[src/rtl/instr_assembler_pkg.sv]
// otter_instr_pkg: format codes, opcodes, packed result type and a sign-extension range helper.
package otter_instr_pkg;
    typedef enum logic [2:0] {
        FMT_R = 3'd0,
        FMT_I = 3'd1,
        FMT_S = 3'd2,
        FMT_B = 3'd3,
        FMT_U = 3'd4,
        FMT_J = 3'd5
    } instr_fmt_t;
    localparam logic [6:0] OP_LUI    = 7'h37;
    localparam logic [6:0] OP_AUIPC  = 7'h17;
    localparam logic [6:0] OP_JAL    = 7'h6F;
    localparam logic [6:0] OP_JALR   = 7'h67;
    localparam logic [6:0] OP_BRANCH = 7'h63;
    localparam logic [6:0] OP_LOAD   = 7'h03;
    localparam logic [6:0] OP_STORE  = 7'h23;
    localparam logic [6:0] OP_IMM    = 7'h13;
    localparam logic [6:0] OP_REG    = 7'h33;
    typedef struct packed {
        logic [31:0] instr;
        logic        err;
    } instr_res_t;
    // True when every bit selected by mask is equal, i.e. the value is a sign extension.
    function automatic logic sext_ok(input logic [31:0] v, input logic [31:0] mask);
        return ((v & mask) == mask) || ((v & mask) == '0);
    endfunction
endpackage

[src/rtl/instr_assembler_if.sv]
// instr_assembler_if: request/response handshake bundle of the instruction assembler.
interface instr_assembler_if;
    logic        in_valid;
    logic        in_ready;
    logic [2:0]  in_fmt;
    logic [6:0]  in_opcode;
    logic [4:0]  in_rd;
    logic [4:0]  in_rs1;
    logic [4:0]  in_rs2;
    logic [2:0]  in_funct3;
    logic [6:0]  in_funct7;
    logic [31:0] in_imm;
    logic        out_valid;
    logic        out_ready;
    logic [31:0] out_instr;
    logic        out_err;
    modport master (
        output in_valid, in_fmt, in_opcode, in_rd, in_rs1, in_rs2, in_funct3, in_funct7, in_imm, out_ready,
        input  in_ready, out_valid, out_instr, out_err
    );
    modport slave (
        input  in_valid, in_fmt, in_opcode, in_rd, in_rs1, in_rs2, in_funct3, in_funct7, in_imm, out_ready,
        output in_ready, out_valid, out_instr, out_err
    );
endinterface

[src/rtl/instr_assembler_pack.sv]
// instr_pack: combinational RV32I field packing with immediate range checking.
module instr_pack
    import otter_instr_pkg::*;
(
    input  logic [2:0]  i_fmt,
    input  logic [6:0]  i_opcode,
    input  logic [4:0]  i_rd,
    input  logic [4:0]  i_rs1,
    input  logic [4:0]  i_rs2,
    input  logic [2:0]  i_funct3,
    input  logic [6:0]  i_funct7,
    input  logic [31:0] i_imm,
    output instr_res_t  o_res
);
    always_comb begin
        o_res = '0;
        case (i_fmt)
            FMT_R: o_res.instr = {i_funct7, i_rs2, i_rs1, i_funct3, i_rd, i_opcode};
            FMT_I: begin
                o_res.instr = {i_imm[11:0], i_rs1, i_funct3, i_rd, i_opcode};
                o_res.err   = !sext_ok(i_imm, 32'hFFFF_F800);
            end
            FMT_S: begin
                o_res.instr = {i_imm[11:5], i_rs2, i_rs1, i_funct3, i_imm[4:0], i_opcode};
                o_res.err   = !sext_ok(i_imm, 32'hFFFF_F800);
            end
            FMT_B: begin
                o_res.instr = {i_imm[12], i_imm[10:5], i_rs2, i_rs1, i_funct3, i_imm[4:1], i_imm[11], i_opcode};
                o_res.err   = !sext_ok(i_imm, 32'hFFFF_F000) || i_imm[0];
            end
            FMT_U: begin
                o_res.instr = {i_imm[31:12], i_rd, i_opcode};
                o_res.err   = |i_imm[11:0];
            end
            FMT_J: begin
                o_res.instr = {i_imm[20], i_imm[10:1], i_imm[11], i_imm[19:12], i_rd, i_opcode};
                o_res.err   = !sext_ok(i_imm, 32'hFFF0_0000) || i_imm[0];
            end
            default: o_res.err = 1'b1;
        endcase
    end
endmodule

[src/rtl/instr_assembler.sv]
// instr_assembler: packs RV32I instructions into a 2-entry elastic buffer and counts range errors.
module instr_assembler
    import otter_instr_pkg::*;
#(
    parameter int CNT_W = 8
) (
    input  logic             clk,
    input  logic             rst_n,
    instr_assembler_if.slave bus,
    input  logic             err_clr,
    output logic [CNT_W-1:0] err_count
);
    instr_res_t       w_res;
    instr_res_t       r_mem [2];
    logic             r_wp;
    logic             r_rp;
    logic [1:0]       r_cnt;
    logic [CNT_W-1:0] r_err_cnt;
    logic             w_push;
    logic             w_pop;
    logic             w_err_push;
    logic [CNT_W-1:0] w_err_nxt;

    instr_pack u_pack (
        .i_fmt    (bus.in_fmt),
        .i_opcode (bus.in_opcode),
        .i_rd     (bus.in_rd),
        .i_rs1    (bus.in_rs1),
        .i_rs2    (bus.in_rs2),
        .i_funct3 (bus.in_funct3),
        .i_funct7 (bus.in_funct7),
        .i_imm    (bus.in_imm),
        .o_res    (w_res)
    );

    always_comb begin
        w_push     = bus.in_valid && bus.in_ready;
        w_pop      = bus.out_valid && bus.out_ready;
        w_err_push = w_push && w_res.err;
        // A clear coinciding with an erroneous push leaves that push counted.
        w_err_nxt  = err_clr ? CNT_W'(w_err_push)
                   : (w_err_push && r_err_cnt != '1) ? r_err_cnt + CNT_W'(1) : r_err_cnt;
    end

    always_ff @(posedge clk or negedge rst_n) begin
        if (!rst_n) begin
            r_mem[0]  <= '0;
            r_mem[1]  <= '0;
            r_wp      <= 1'b0;
            r_rp      <= 1'b0;
            r_cnt     <= 2'd0;
            r_err_cnt <= '0;
        end else begin
            if (w_push) r_mem[r_wp] <= w_res;
            r_wp      <= r_wp ^ w_push;
            r_rp      <= r_rp ^ w_pop;
            r_cnt     <= r_cnt + {1'b0, w_push} - {1'b0, w_pop};
            r_err_cnt <= w_err_nxt;
        end
    end

    assign bus.in_ready  = r_cnt != 2'd2;
    assign bus.out_valid = r_cnt != 2'd0;
    assign bus.out_instr = r_mem[r_rp].instr;
    assign bus.out_err   = r_mem[r_rp].err;
    assign err_count     = r_err_cnt;
endmodule
[src/flat_wrapper.sv]
// flat-port wrapper written by rule: the top's interface ports become plain ports
module instr_assembler_flat import otter_instr_pkg::*;
#(
    parameter int CNT_W = 8
)
  (clk, rst_n, err_clr, err_count, bus_in_valid, bus_in_fmt, bus_in_opcode, bus_in_rd, bus_in_rs1, bus_in_rs2, bus_in_funct3, bus_in_funct7, bus_in_imm, bus_out_ready, bus_in_ready, bus_out_valid, bus_out_instr, bus_out_err);
  instr_assembler_if bus_i ();
  input  logic clk;
  input  logic rst_n;
  input  logic err_clr;
  output logic [CNT_W-1:0] err_count;
  input wire logic [$bits(bus_i.in_valid)-1:0] bus_in_valid;
  input wire logic [$bits(bus_i.in_fmt)-1:0] bus_in_fmt;
  input wire logic [$bits(bus_i.in_opcode)-1:0] bus_in_opcode;
  input wire logic [$bits(bus_i.in_rd)-1:0] bus_in_rd;
  input wire logic [$bits(bus_i.in_rs1)-1:0] bus_in_rs1;
  input wire logic [$bits(bus_i.in_rs2)-1:0] bus_in_rs2;
  input wire logic [$bits(bus_i.in_funct3)-1:0] bus_in_funct3;
  input wire logic [$bits(bus_i.in_funct7)-1:0] bus_in_funct7;
  input wire logic [$bits(bus_i.in_imm)-1:0] bus_in_imm;
  input wire logic [$bits(bus_i.out_ready)-1:0] bus_out_ready;
  output wire logic [$bits(bus_i.in_ready)-1:0] bus_in_ready;
  output wire logic [$bits(bus_i.out_valid)-1:0] bus_out_valid;
  output wire logic [$bits(bus_i.out_instr)-1:0] bus_out_instr;
  output wire logic [$bits(bus_i.out_err)-1:0] bus_out_err;
  assign bus_i.in_valid = bus_in_valid;
  assign bus_i.in_fmt = bus_in_fmt;
  assign bus_i.in_opcode = bus_in_opcode;
  assign bus_i.in_rd = bus_in_rd;
  assign bus_i.in_rs1 = bus_in_rs1;
  assign bus_i.in_rs2 = bus_in_rs2;
  assign bus_i.in_funct3 = bus_in_funct3;
  assign bus_i.in_funct7 = bus_in_funct7;
  assign bus_i.in_imm = bus_in_imm;
  assign bus_i.out_ready = bus_out_ready;
  assign bus_in_ready = bus_i.in_ready;
  assign bus_out_valid = bus_i.out_valid;
  assign bus_out_instr = bus_i.out_instr;
  assign bus_out_err = bus_i.out_err;
  instr_assembler #(.CNT_W(CNT_W)) u_core (.clk(clk), .rst_n(rst_n), .bus(bus_i), .err_clr(err_clr), .err_count(err_count));
endmodule
[config.mk]
export PLATFORM = sky130hd
export DESIGN_NAME = instr_assembler_flat
export DESIGN_NICKNAME = d
export VERILOG_FILES = /design/src/rtl/instr_assembler_pkg.sv /design/src/rtl/instr_assembler_if.sv /design/src/rtl/instr_assembler_pack.sv /design/src/rtl/instr_assembler.sv /design/src/flat_wrapper.sv
export SDC_FILE = /design/constraint.sdc
export NUM_CORES = 1
export LEC_CHECK = 0
export BUFFER_PORTS_ARGS = -buffer_cell sky130_fd_sc_hd__buf_2
export CORE_MARGIN = 10
export CORE_UTILIZATION = 41
export DETAILED_ROUTE_END_ITERATION = 10
export PLACE_DENSITY_LB_ADDON = 0.05
export SYNTH_ARGS = -nofsm -noshare
export SYNTH_HDL_FRONTEND = slang
export SYNTH_HIERARCHICAL = 1
export SYNTH_SLANG_ARGS = --single-unit
export TNS_END_PERCENT = 10
[constraint.sdc]
create_clock -name clk -period 2.3 [get_ports clk]
set_clock_uncertainty 0.2 [all_clocks]
set_input_delay 0 -clock clk [delete_from_list [all_inputs] [get_ports clk]]
set_output_delay 0 -clock clk [all_outputs]
set_load 0.005 [all_outputs]
Word-level counts from Yosys, hierarchy flattened. Index checks and enable logic that the tools add are counted.

Register bits: 78. Input port bits: 72. Output and inout port bits: 43.

Add/subtract/negate cells: 3. Magnitude comparators: 3. Eq/ne operators: 10. Multiplexer cells: 10. Bitwise operators: 4. Reduce and logical (&&, ||, !) cells: 21.

Operators by type and width (number): $pmux 32 s6 (1); $mux 33 (4); $logic_not 32->1 (3); $bwmux 66 (1); $demux 33 s1 (1); $eq 21x21->1 const B (1); $eq 20x20->1 const B (1); $mux 8 (2); $eq 12x12->1 const B (1); $reduce_or 12->1 (1); $add 8x1->8 const B (1); $ne 8x8->1 const B (1); $eq 3x2->1 const B (2); $eq 3x3->1 const B (2); $logic_and 1x1->1 (5); $logic_or 1x1->1 (5); $pmux 1 s5 (1); $ge 2x2->1 const B (2); $not 1->2 (2); $reduce_bool 2->1 (2); $eq 3x1->1 const B (1); $logic_not 1->1 (3); $logic_not 3->1 (1); $add 2x1->2 (1); other kinds (5) (6).

Longest topological paths before layout. Gate-level depths: netlist of the first run.

Word-level depth: 9. Depth in mapped cells: 9. Depth with buffers taken out: 8.

Cells and area by module. Netlist of the first run, hierarchy kept.

Modules (own cells, without submodules): instr_assembler (instances 1, cells an instance 246, area an instance 3529.6 um2, seq. area each 1951.9 um2); instr_pack (instances 1, cells an instance 122, area an instance 769.5 um2, seq. area each 0.0 um2).

Worst setup path after synthesis of the first run. OpenSTA, ideal clock, no wires.

Kind: register -> register. Start point: register u_core.r_cnt[1]. End point: register u_core.r_cnt[1]. Setup time: 0.125 ns. Data arrival time: 1.592 ns. Data required time: 1.975 ns. Setup slack: 0.383 ns. Cell stages (with the launch flop): 8. Path buffers: 0. Clock period less this slack: 1.917 ns. Path through: dfrtp_1 or2_2 and2_1 ha_1 inv_1 ha_1 xnor2_1 xnor2_1.

RTL lines: start, declared (line instr_assembler.sv:17) `logic [1:0] r_cnt;`; start signal, assigned (line instr_assembler.sv:57) `r_cnt <= r_cnt + {1'b0, w_push} - {1'b0, w_pop};`; $reduce_bool 2->1 (line instr_assembler.sv:63) `assign bus.out_valid = r_cnt != 2'd0;`; named net bus_out_valid (line flat_wrapper.sv:23) `output wire logic [$bits(bus_i.out_valid)-1:0] bus_out_valid;`; $logic_and 1x1->1 (line instr_assembler.sv:38) `w_pop = bus.out_valid && bus.out_ready;`; $sub 2x1->2 (line instr_assembler.sv:57).

The timed path passes the listed nets, and every way through them passes these cells. A chain may end at the register's enable or synchronous reset.

==> metrics.txt, run 1 <==
Critical Path RT=2340 ps; area leader, netlist=dfrtp_1; max-slew violation total from the final report=0; GRT Overall Usage=16.2%; PortBufs=114; Final period util=96.1%; met3 WL post-DR=a little under 800 um; largest cells by area after synthesis=dfrtp_1 (45%), mux2_2 (28%), a22oi_1 (3.0%); total wire length=12100 um; status=complete, no violations; Post-synth EDFFs=0; CTS tree=yes; via count=around 3600; hpwl dp=8630 um; Synth Area per Inst=11.7 sq um; final setup fails=0; mapped cell area=4300 sq um; top sig layer=met4; wire length on met2=5910 um; Die Ht=approximately 120 um; RSZ-0062 raised after global routing=false; Crit-path slowest cell=dlygate4sd3_1; area grow syn2layout=36.2%; Die Area=15000 sq um; initial antenna violation count=1; Compound-Gate Fraction of Synth Area=9.58%; Via-to-Cell Ratio=5.22; Unique masters post-synth=between 40 and 50; insertion delay to the later sink of the worst-skew pair=350 ps; H-tree Lvls=3; I/O pins=115; Root Buffer=clkbuf_8; CTS buffer count=9; Routed wire per std cell=17.7 um; largest net degree at the start of global routing=36; initial core utilization=41.8%; Peak supply drop=0.474 mV; post-synthesis mux area share=27.7%; worst setup path class=input port to flop; Die Width=122 um; final-report hold violation count=0; slowest stage delay, CP=580 ps; Least-Margin Pin Slew=577 ps; final worst setup slack=between 80 and 90 ps; share of post-route cells with drive strength above 1=about 50%; gpl congestion=0.823; Max Freq=0.452 GHz; Worst path most repeated cell=dlygate4sd3_1; Mapped Nets=445; Slew headroom=61.4%; worst r2r src=u_core/r_cnt[1]$_DFF_PN0_; Leak=0.00271 uW; CTS clock-pin slew for the worst setup and hold paths=90 ps; maximum fanout along the worst path=2; first-pass GRT wire length=19500 um; Detailed Route Iter0 Violations=212; main combinational cell family by area after synthesis=multiplexers; XOR/XNOR Fraction of Synth Area=less than 1%; share of the synthesized area in the top cell type=45.4%; Pre-Repair DR Iteration Count=4; drt drc=0; met1 wire length=approximately 5300 um; Rows=37; Max Root-Sink Buffers=2; fin nets=just over 600; #FFs+latches synth=a little under 80; Post-Synth Adder-Cell Area=1.46%; Post-Synth Simple-Gate Area=10.6%; Hold Crit Class=input port to flop; Congestion Overflow GR=0; register area share after synthesis=45.4%; CP Launch Type=input port; Worst Setup SP=bus_in_funct7[2]; Mapped Cells=368; number of max-cap violations=0; Synth Warn #=6; vias in the first global route=between 3000 and 4000; CP cell instances=dlygate4sd3_1 -> buf_2 -> a22oi_1 -> dlygate4sd3_1 -> o22ai_1 -> dlygate4sd3_1 -> mux2_2; fraction of registers with async set/reset=100%; crit path DAT=about 2300 ps; Tmin final=2210 ps; Finished Core Util=57.0%; Cell Pwr Density=1000 nW/um^2; clock sink count=a little under 80; Place WS=-46.8 ps; Routed Antenna Nets=0; ys flop type=dfrtp_1; hold path start=bus_in_imm[10]; Core Region=10300 sq um; critical path capture point type=flop
==> cells by family (layout without fill, tap and decap cells) <==
group,count (synthesis),count (layout)
mux,106,106
simple gates,75,76
other cells,0,1
fa+ha+maj,5,5
flops,78,78
buf+inv,37,216
xor+xnor,4,4
compound gates,63,63
==> critical path, delay by kind of cell <==
kind,cells,cell delay [ps]
mux,1,270
compound gates,2,190
buf+inv,4,1800
==> sequential cells by signal (all words and copies together), names as in the netlist <==
signal / cells
u_core/r_rp: 1
u_core/err_count: 8
u_core/r_cnt: 2
u_core/r_wp: 1
u_core/r_mem: 66
==> report_power, final <==
group          internal, uW  switching (uW)
registers              1950             279
clock network           439             566
logic                  1540            1080
total                  3940            1930
==> cells in the mapped netlist, drive strengths merged (7+ instances only) <==
cell and count:
a21oi 7, a22oi 17, and2 9, buf 15
clkbuf 8, dfrtp 78, inv 14, mux2 105
nand2 19, nand3 8, nor2 7, nor4 10
o21ai 19
==> area by class of cell <==
type,count,area [sq um]
flip-flops and latches,78,1950
repair buffers,186,1300
fillers,928,4420
clock inverters,6,52.6
inverters,14,52.6
well taps,136,170
diodes,1,2.50
multi-input cells,254,2180
clock buffers,10,138
==> through the flow <==
stage	hold slack (ps)	cells	instance area [sq um]	setup TNS [ps]	total power (uW)
finish	31.8	685	5850	0	5860
global route	26.1	684	5850	0	6310
CTS	2.52	683	5810	0	5950
detailed placement	-193	608	5020	-46.8	4830
global placement	-197	608	5020	0	4760
floorplan	-496	368	4300	0	3870
==> layer usage <==
| metal | GRT usage, % | vias to the layer above |
|---|---|---|
| met4 | 3.53 | 0 |
| met3 | 5.51 | 8 |
| li1 | - | 1708 |
| met1 | 19.7 | 1757 |
| met5 | 0 | - |
| met2 | 27.1 | 101 |
==> repair_timing <==
item,CTS,global route
hold endpoints to repair,150,0
setup buffers,0,2
gates resized for setup,0,8
hold buffers,59,0
endpoints found under the setup margin,0,10
==> path summary, 6_finish.rpt <==
path,endpoint,slack (ps),cells after the start
hold / removal,u_core/r_mem[64]$_DFFE_PN0P_,30,4
min in group asynchronous,u_core/r_mem[33]$_DFFE_PN0P_,510,4
setup reg to reg,u_core/r_cnt[1]$_DFF_PN0_,310,7
hold reg to reg,u_core/r_mem[13]$_DFFE_PN0P_,300,1
max in group asynchronous,u_core/r_mem[14]$_DFFE_PN0P_,1150,4
setup / recovery,u_core/r_mem[61]$_DFFE_PN0P_,90,7
==> layout by cell type, fill, tap and decap left out, types with 3 or more instances in the layout <==
master	synthesis	routed
a22o_1	5	5
buf_2	13	111
inv_1	13	13
o31ai_1	3	3
o21ai_1	7	7
buf_4	0	13
dlygate4sd3_1	0	56
dfrtp_1	78	77
nor4_2	1	3
nand4_1	5	5
nor2_1	6	4
mux2_2	105	105
ha_1	5	3
o21ai_0	12	12
nand3_1	6	7
and2_1	8	8
xnor2_1	3	3
a22oi_1	17	17
nor2b_1	4	4
clkbuf_8	2	10
a21oi_1	7	7
nor4_1	8	6
o22ai_1	6	6
nand2_1	19	19
or4_1	3	3
Power figures use the tool's default switching activity.
==> run 2: changes to the inputs <==
--- a/config.mk
+++ b/config.mk
@@ -5,9 +5,11 @@
 export SDC_FILE = /design/constraint.sdc
 export NUM_CORES = 1
 export LEC_CHECK = 0
+export ABC_AREA = 1
 export BUFFER_PORTS_ARGS = -buffer_cell sky130_fd_sc_hd__buf_2
 export CORE_MARGIN = 10
-export CORE_UTILIZATION = 41
+export CORE_UTILIZATION = 55
+export CTS_BUF_LIST = sky130_fd_sc_hd__clkbuf_2 sky130_fd_sc_hd__clkbuf_4 sky130_fd_sc_hd__clkbuf_8
 export DETAILED_ROUTE_END_ITERATION = 10
 export PLACE_DENSITY_LB_ADDON = 0.05
 export SYNTH_ARGS = -nofsm -noshare
==> run 2 against run 1 <==
Net effect:
- setup slack improved by 10 ps
- global-route usage up 5.4 points
- clock-buffer cell count down 1
- sequential cell count did not move
- synthesized cell count up 57%
- clock power up 19%
- design area grew 3.1%
- wire length up 6.8%
- worst hold slack worse by 24 ps
==> metrics.txt, run 2 <==
status=complete, no violations; Cell Pwr Density=976 nW/um^2 (-2.5%); Root Buffer=clkbuf_8; max-slew violation total from the final report=0 (unchanged); fin nets=832 (+34%); final worst setup slack=100 ps (+10.4 ps); fraction of registers with async set/reset=100% (unchanged); H-tree Lvls=3 (unchanged); Final period util=95.6% (-0.45 points); via count=4494 (+26%); Core Region=7770 sq um (-24%); CP Launch Type=input port; area grow syn2layout=36.3% (about the same); area leader, netlist=dfrtp_1; vias in the first global route=4524 (+17%); maximum fanout along the worst path=2 (unchanged); share of the synthesized area in the top cell type=44.1% (-1.3 points); hpwl dp=8930 um (+3.5%); I/O pins=115 (unchanged); initial antenna violation count=1 (unchanged); ys flop type=dfrtp_1; initial core utilization=57.0% (+15 points); Die Area=12000 sq um (-20%); PortBufs=114 (unchanged); largest net degree at the start of global routing=56 (+56%); CTS buffer count=9 (unchanged); total wire length=12900 um (+6.8%); Max Freq=0.455 GHz (+0.47%); GRT Overall Usage=21.6% (+5.4 points); Via-to-Cell Ratio=5.21 (-0.19%); clock sink count=78 (unchanged); critical path capture point type=flop; Die Ht=110 um (-10%); CTS clock-pin slew for the worst setup and hold paths=90 ps (about the same); Biggest register=u_core/r_mem; final setup fails=0 (unchanged); most frequent cells in the layout=nand2_1 (167), buf_2 (113), dfrtp_1 (77); Place WS=466 ps (+512 ps); WHS=7.78 ps (-24.0 ps); mapped cell area=4430 sq um (+3.0%); Hold Crit Class=input port to flop; first-pass GRT wire length=21000 um (+7.9%); Least-Margin Pin Slew=698 ps (+121 ps); RSZ-0062 raised after global routing=false; Rows=32 (-14%); drt drc=0 (unchanged); filler instances=596 (-36%); Synth Area per Inst=7.69 sq um (-34%); Detailed Route Iter0 Violations=296 (+40%); register area share after synthesis=44.1% (-1.3 points); Routed Antenna Nets=0 (unchanged); leading cell type by number of instances after synthesis=nand2_1; crit path DAT=2240 ps (about the same); Max Root-Sink Buffers=2 (unchanged); CTS tree=yes; share of post-route cells with drive strength above 1=22.0% (-27 points); number of max-cap violations=0 (unchanged); Tmin final=2200 ps (-10.4 ps); Synth Warn #=6 (unchanged); Slew headroom=53.5% (-8.0 points); Critical Path RT=2340 ps (about the same); TNS Setup=0 ps (unchanged); Peak supply drop=0.599 mV (+26%); insertion delay to the later sink of the worst-skew pair=350 ps (about the same); Pre-Repair DR Iteration Count=5 (+1); Mapped Nets=653 (+47%); largest cells by area after synthesis=dfrtp_1 (44%), nand2_1 (14%), mux2_1 (8.4%); Unique masters post-synth=35 (-24%); worst setup path class=input port to flop; Post-synth EDFFs=0 (unchanged); Congestion Overflow GR=0 (unchanged); #FFs+latches synth=78 (unchanged); final-report hold violation count=0 (unchanged); Die Width=110 um (-10%); Routed wire per std cell=15.0 um (-15%); most common cell after layout, fill and taps aside=nand2_1; Leak=0.00312 uW (+15%); max reg flops=66 (unchanged); gpl congestion=0.896 (+8.8%); Mapped Cells=576 (+57%); Post-synth top cells=nand2_1 (169), dfrtp_1 (78), inv_1 (74), o21ai_1 (69), nor2_1 (49)
==> run 2: cells by family after synthesis <==
| group | after synthesis | share of synthesized area [%] |
|---|---|---|
| muxes | 33 | 8.39 |
| buffers and inverters | 104 | 9.47 |
| and+or+nand+nor | 257 | 24.2 |
| AOI/OAI and AO/OA | 96 | 11.9 |
| adders and majority gates | 5 | 1.41 |
| DFF | 78 | 44.1 |
| xor gates and xnor gates | 3 | 0.593 |
==> run 2: power by group <==
group | internal, uW | switching [uW]
registers | 1960 | 300
clock network | 626 | 562
logic | 1110 | 1330
total | 3700 | 2200
==> run 2: cell type report <==
class                           count  area, sq um  area share [%]
Sequential cell                    78         1950            32.4
Clock inverter                      7          105            1.74
Timing Repair Buffer              191         1340            22.2
Multi-Input combinational cell    394         2080            34.5
Clock buffer                        9          124            2.05
Tap cell                          102          128            2.11
Antenna cell                        1         2.50          0.0415
Inverter                           81          304            5.04
==> run 2: per-layer routing <==
layer | routed length [um] | GRT usage, % | part of all wire (%) | vias to the layer above
li1 | - | - | - | 2191
met1 | 5460 | 26.6 | 42 | 2097
met2 | 6190 | 35.3 | 48 | 173
met3 | 958 | 5.62 | 7.4 | 33
met4 | 324 | 8.55 | 2.5 | 0
met5 | 0 | 0 | 0 | -
==> run 2: timing repair <==
action                                  CTS  global route
endpoints found under the hold margin   127             0
setup buffers                             0             4
endpoints found under the setup margin    0             1
gates resized for setup                   0             5
hold buffers                             65             0
==> run 2: worst max-delay path: stages <==
cell and delay (ps):
dlygate4sd3_1 560, buf_2 130, nand2_1 60, dlygate4sd3_1 550, o211ai_1 70, dlygate4sd3_1 570
mux2_1 290
==> run 2: path summary, 6_finish.rpt <==
check	start	end	slack, ps	cells past startpoint
max	bus_in_funct7[2]	u_core/r_mem[28]$_DFFE_PN0P_	100	7
min	bus_in_imm[0]	u_core/r_mem[33]$_DFFE_PN0P_	8	7
max reg2reg	u_core/err_count[1]$_DFFE_PN0P_	u_core/err_count[4]$_DFFE_PN0P_	200	9
min reg2reg	u_core/r_mem[8]$_DFFE_PN0P_	u_core/r_mem[8]$_DFFE_PN0P_	290	1
max in group asynchronous	rst_n	u_core/r_mem[14]$_DFFE_PN0P_	1180	3
min in group asynchronous	rst_n	u_core/r_mem[36]$_DFFE_PN0P_	20	2
==> run 2: stage by stage <==
stage	utilization (%)	total power (uW)	instance area, sq um	std cells
after floorplan	-	3670	4430	576
final	77.7	5890	6040	863
after CTS	77.0	5900	5980	858
after global routing	77.7	6350	6040	863
after global placement	65.7	4490	5100	777
after detailed placement	65.7	4600	5100	777
==> run 3: changes to the inputs <==
--- a/config.mk
+++ b/config.mk
@@ -5,7 +5,6 @@
 export SDC_FILE = /design/constraint.sdc
 export NUM_CORES = 1
 export LEC_CHECK = 0
-export ABC_AREA = 1
 export BUFFER_PORTS_ARGS = -buffer_cell sky130_fd_sc_hd__buf_2
 export CORE_MARGIN = 10
 export CORE_UTILIZATION = 55
==> run 3 against run 2 <==
Net effect:
- first-iteration DRC count shrank 60%
- combinational power grew 7%
- cell count fell by 26%
- clock power shrank 13%
- register-to-register slack improved by 120 ps
- fmax decreased by 1.3%
- sequential share of layout area increased by 1.3 points
- setup slack lost 28 ps
- global-route usage down 1.0 points
==> metrics.txt, run 3 (synthesis gave the netlist of run 1 again) <==
slowest stage delay, CP=530 ps (-40 ps); Die Ht=108 um (-1.2%); Die Area=11800 sq um (-2.4%); Detailed Route Iter0 Violations=118 (-60%); Hold Crit Class=input port to flop; clock sink count=78 (unchanged); initial antenna violation count=2 (+1); RSZ-0062 raised after global routing=true; hpwl dp=8010 um (-10%); initial core utilization=56.2% (-0.79 points); Slew headroom=33.5% (-20 points); Routed Antenna Nets=0 (unchanged); status=complete, no violations; area grow syn2layout=35.0%; CTS buffer count=9 (unchanged); first-pass GRT wire length=19400 um (-7.7%); insertion delay to the later sink of the worst-skew pair=340 ps (about the same); Top delay family on crit path=simple AND/OR/NAND/NOR gates; Max Root-Sink Buffers=2 (unchanged); Crit-path slowest cell=dlygate4sd3_1; Congestion Overflow GR=0 (unchanged); filler instances=550 (-7.7%); Rows=32 (unchanged); final-report hold violation count=0 (unchanged); Leak=0.00268 uW (-14%); Routed wire per std cell=18.3 um (+22%); CP cell instances=dlygate4sd3_1 -> buf_2 -> nand4_1 -> nor2_2 -> nand2_1 -> a31oi_1 -> o211ai_1 -> nand3_2 -> buf_6 -> or4_4 -> a21oi_2; Peak supply drop=0.697 mV (+16%); H-tree Lvls=3 (unchanged); CTS clock-pin slew for the worst setup and hold paths=90 ps (about the same); CTS tree=yes; Core Region=7650 sq um (-1.5%); total wire length=11700 um (-9.4%); fin nets=610 (-27%); share of post-route cells with drive strength above 1=49.8% (+28 points); most frequent cells in the layout=buf_2 (107), mux2_2 (103), dfrtp_1 (77); critical path capture point type=flop; worst setup path class=input port to flop; most common cell after layout, fill and taps aside=buf_2; maximum fanout along the worst path=5 (+3); I/O pins=115 (unchanged); max-slew violation total from the final report=0 (unchanged); GRT Overall Usage=20.5% (-1.0 points); largest net degree at the start of global routing=79 (+41%); Register Area=1950 sq um (unchanged); Finished Core Util=75.9% (-1.8 points); Least-Margin Pin Slew=997 ps (+299 ps); via count=3588 (-20%); Via-to-Cell Ratio=5.59 (+7.3%); Pre-Repair DR Iteration Count=4 (-1); vias in the first global route=3943 (-13%); number of max-cap violations=0 (unchanged); gpl congestion=0.852 (-4.8%); PortBufs=114 (unchanged); Max Freq=0.449 GHz (-1.3%); multi-input logic area=2240 sq um (+7.5%); Die Width=108 um (-1.2%); Inst Count DP=571 (-27%); drt drc=0 (unchanged); Biggest register=u_core/r_mem; Cell Pwr Density=1020 nW/um^2 (+4.4%); max reg flops=66 (unchanged); CP Launch Type=input port; Tot Pwr=5920 uW (+0.43%); Critical Path RT=2380 ps (+40 ps); final setup fails=0 (unchanged); worst path bufs/invs=3 (-1); crit path DAT=2310 ps (+70 ps); Final period util=96.9% (+1.2 points); Tmin final=2230 ps (+28.0 ps); Finished Layout Cells=642 (-26%); Root Buffer=clkbuf_8
==> run 3: final timing paths <==
kind                                             start                         endpoint  slack, ps  cells after the start
min in group asynchronous                        rst_n     u_core/r_mem[53]$_DFFE_PN0P_        140                      2
setup / recovery                        bus_in_imm[13]  u_core/err_count[4]$_DFFE_PN0P_         70                     11
max in group asynchronous                        rst_n            u_core/r_rp$_DFF_PN0_       1050                      2
hold reg to reg            u_core/r_mem[8]$_DFFE_PN0P_      u_core/r_mem[8]$_DFFE_PN0P_        310                      1
hold / removal                           bus_in_imm[8]     u_core/r_mem[62]$_DFFE_PN0P_         10                      4
setup reg to reg             u_core/r_cnt[1]$_DFF_PN0_        u_core/r_cnt[1]$_DFF_PN0_        320                      7
==> run 3: final cells by class <==
cell class | count | area share [%]
timing repair buffer | 177 | 21.2
sequential | 78 | 33.6
tap | 102 | 2.20
inverter | 14 | 0.905
multi-input combinational | 253 | 38.5
antenna | 2 | 0.0862
clock inverter | 6 | 1.23
clock buffer | 10 | 2.26
==> run 3: worst min-delay path: stages <==
cell	delay, ps
buf_2	100
a22oi_1	80
o22ai_1	160
mux2_2	180
==> run 3: per-stage QoR <==
stage	cell area, sq um	hold WS, ps	worst slack, ps	setup TNS (ps)
after floorplan	4300	-496	383	0
after global placement	4960	15.2	93.5	0
after detailed placement	4960	31.9	33.0	0
after CTS	5730	11.2	75.1	0
after global routing	5810	45.9	-34.7	-121
final	5810	10.7	72.0	0
==> run 3: metal layers <==
metal  up-vias  GRT usage [%]  wire length (um)
met4         0           7.63               266
met5         -              0                 0
met1      1757           24.7              4820
li1       1684              -                 -
met2       124           34.7              5830
met3        23           5.29               797
==> run 3: timing repair <==
item	in CTS	in global routing
setup buffers	0	1
hold buffers	57	0
gates resized for setup	0	20
endpoints found under the hold margin	147	0
setup endpoints to repair	0	9
==> run 3: where the power goes <==
group / internal, uW / total (uW) / leakage [uW] / switching [uW]
logic: 1550 / 2620 / 0.00160 / 1070
clock network: 523 / 1040 / 0.000102 / 522
registers: 1960 / 2250 / 0.000978 / 295
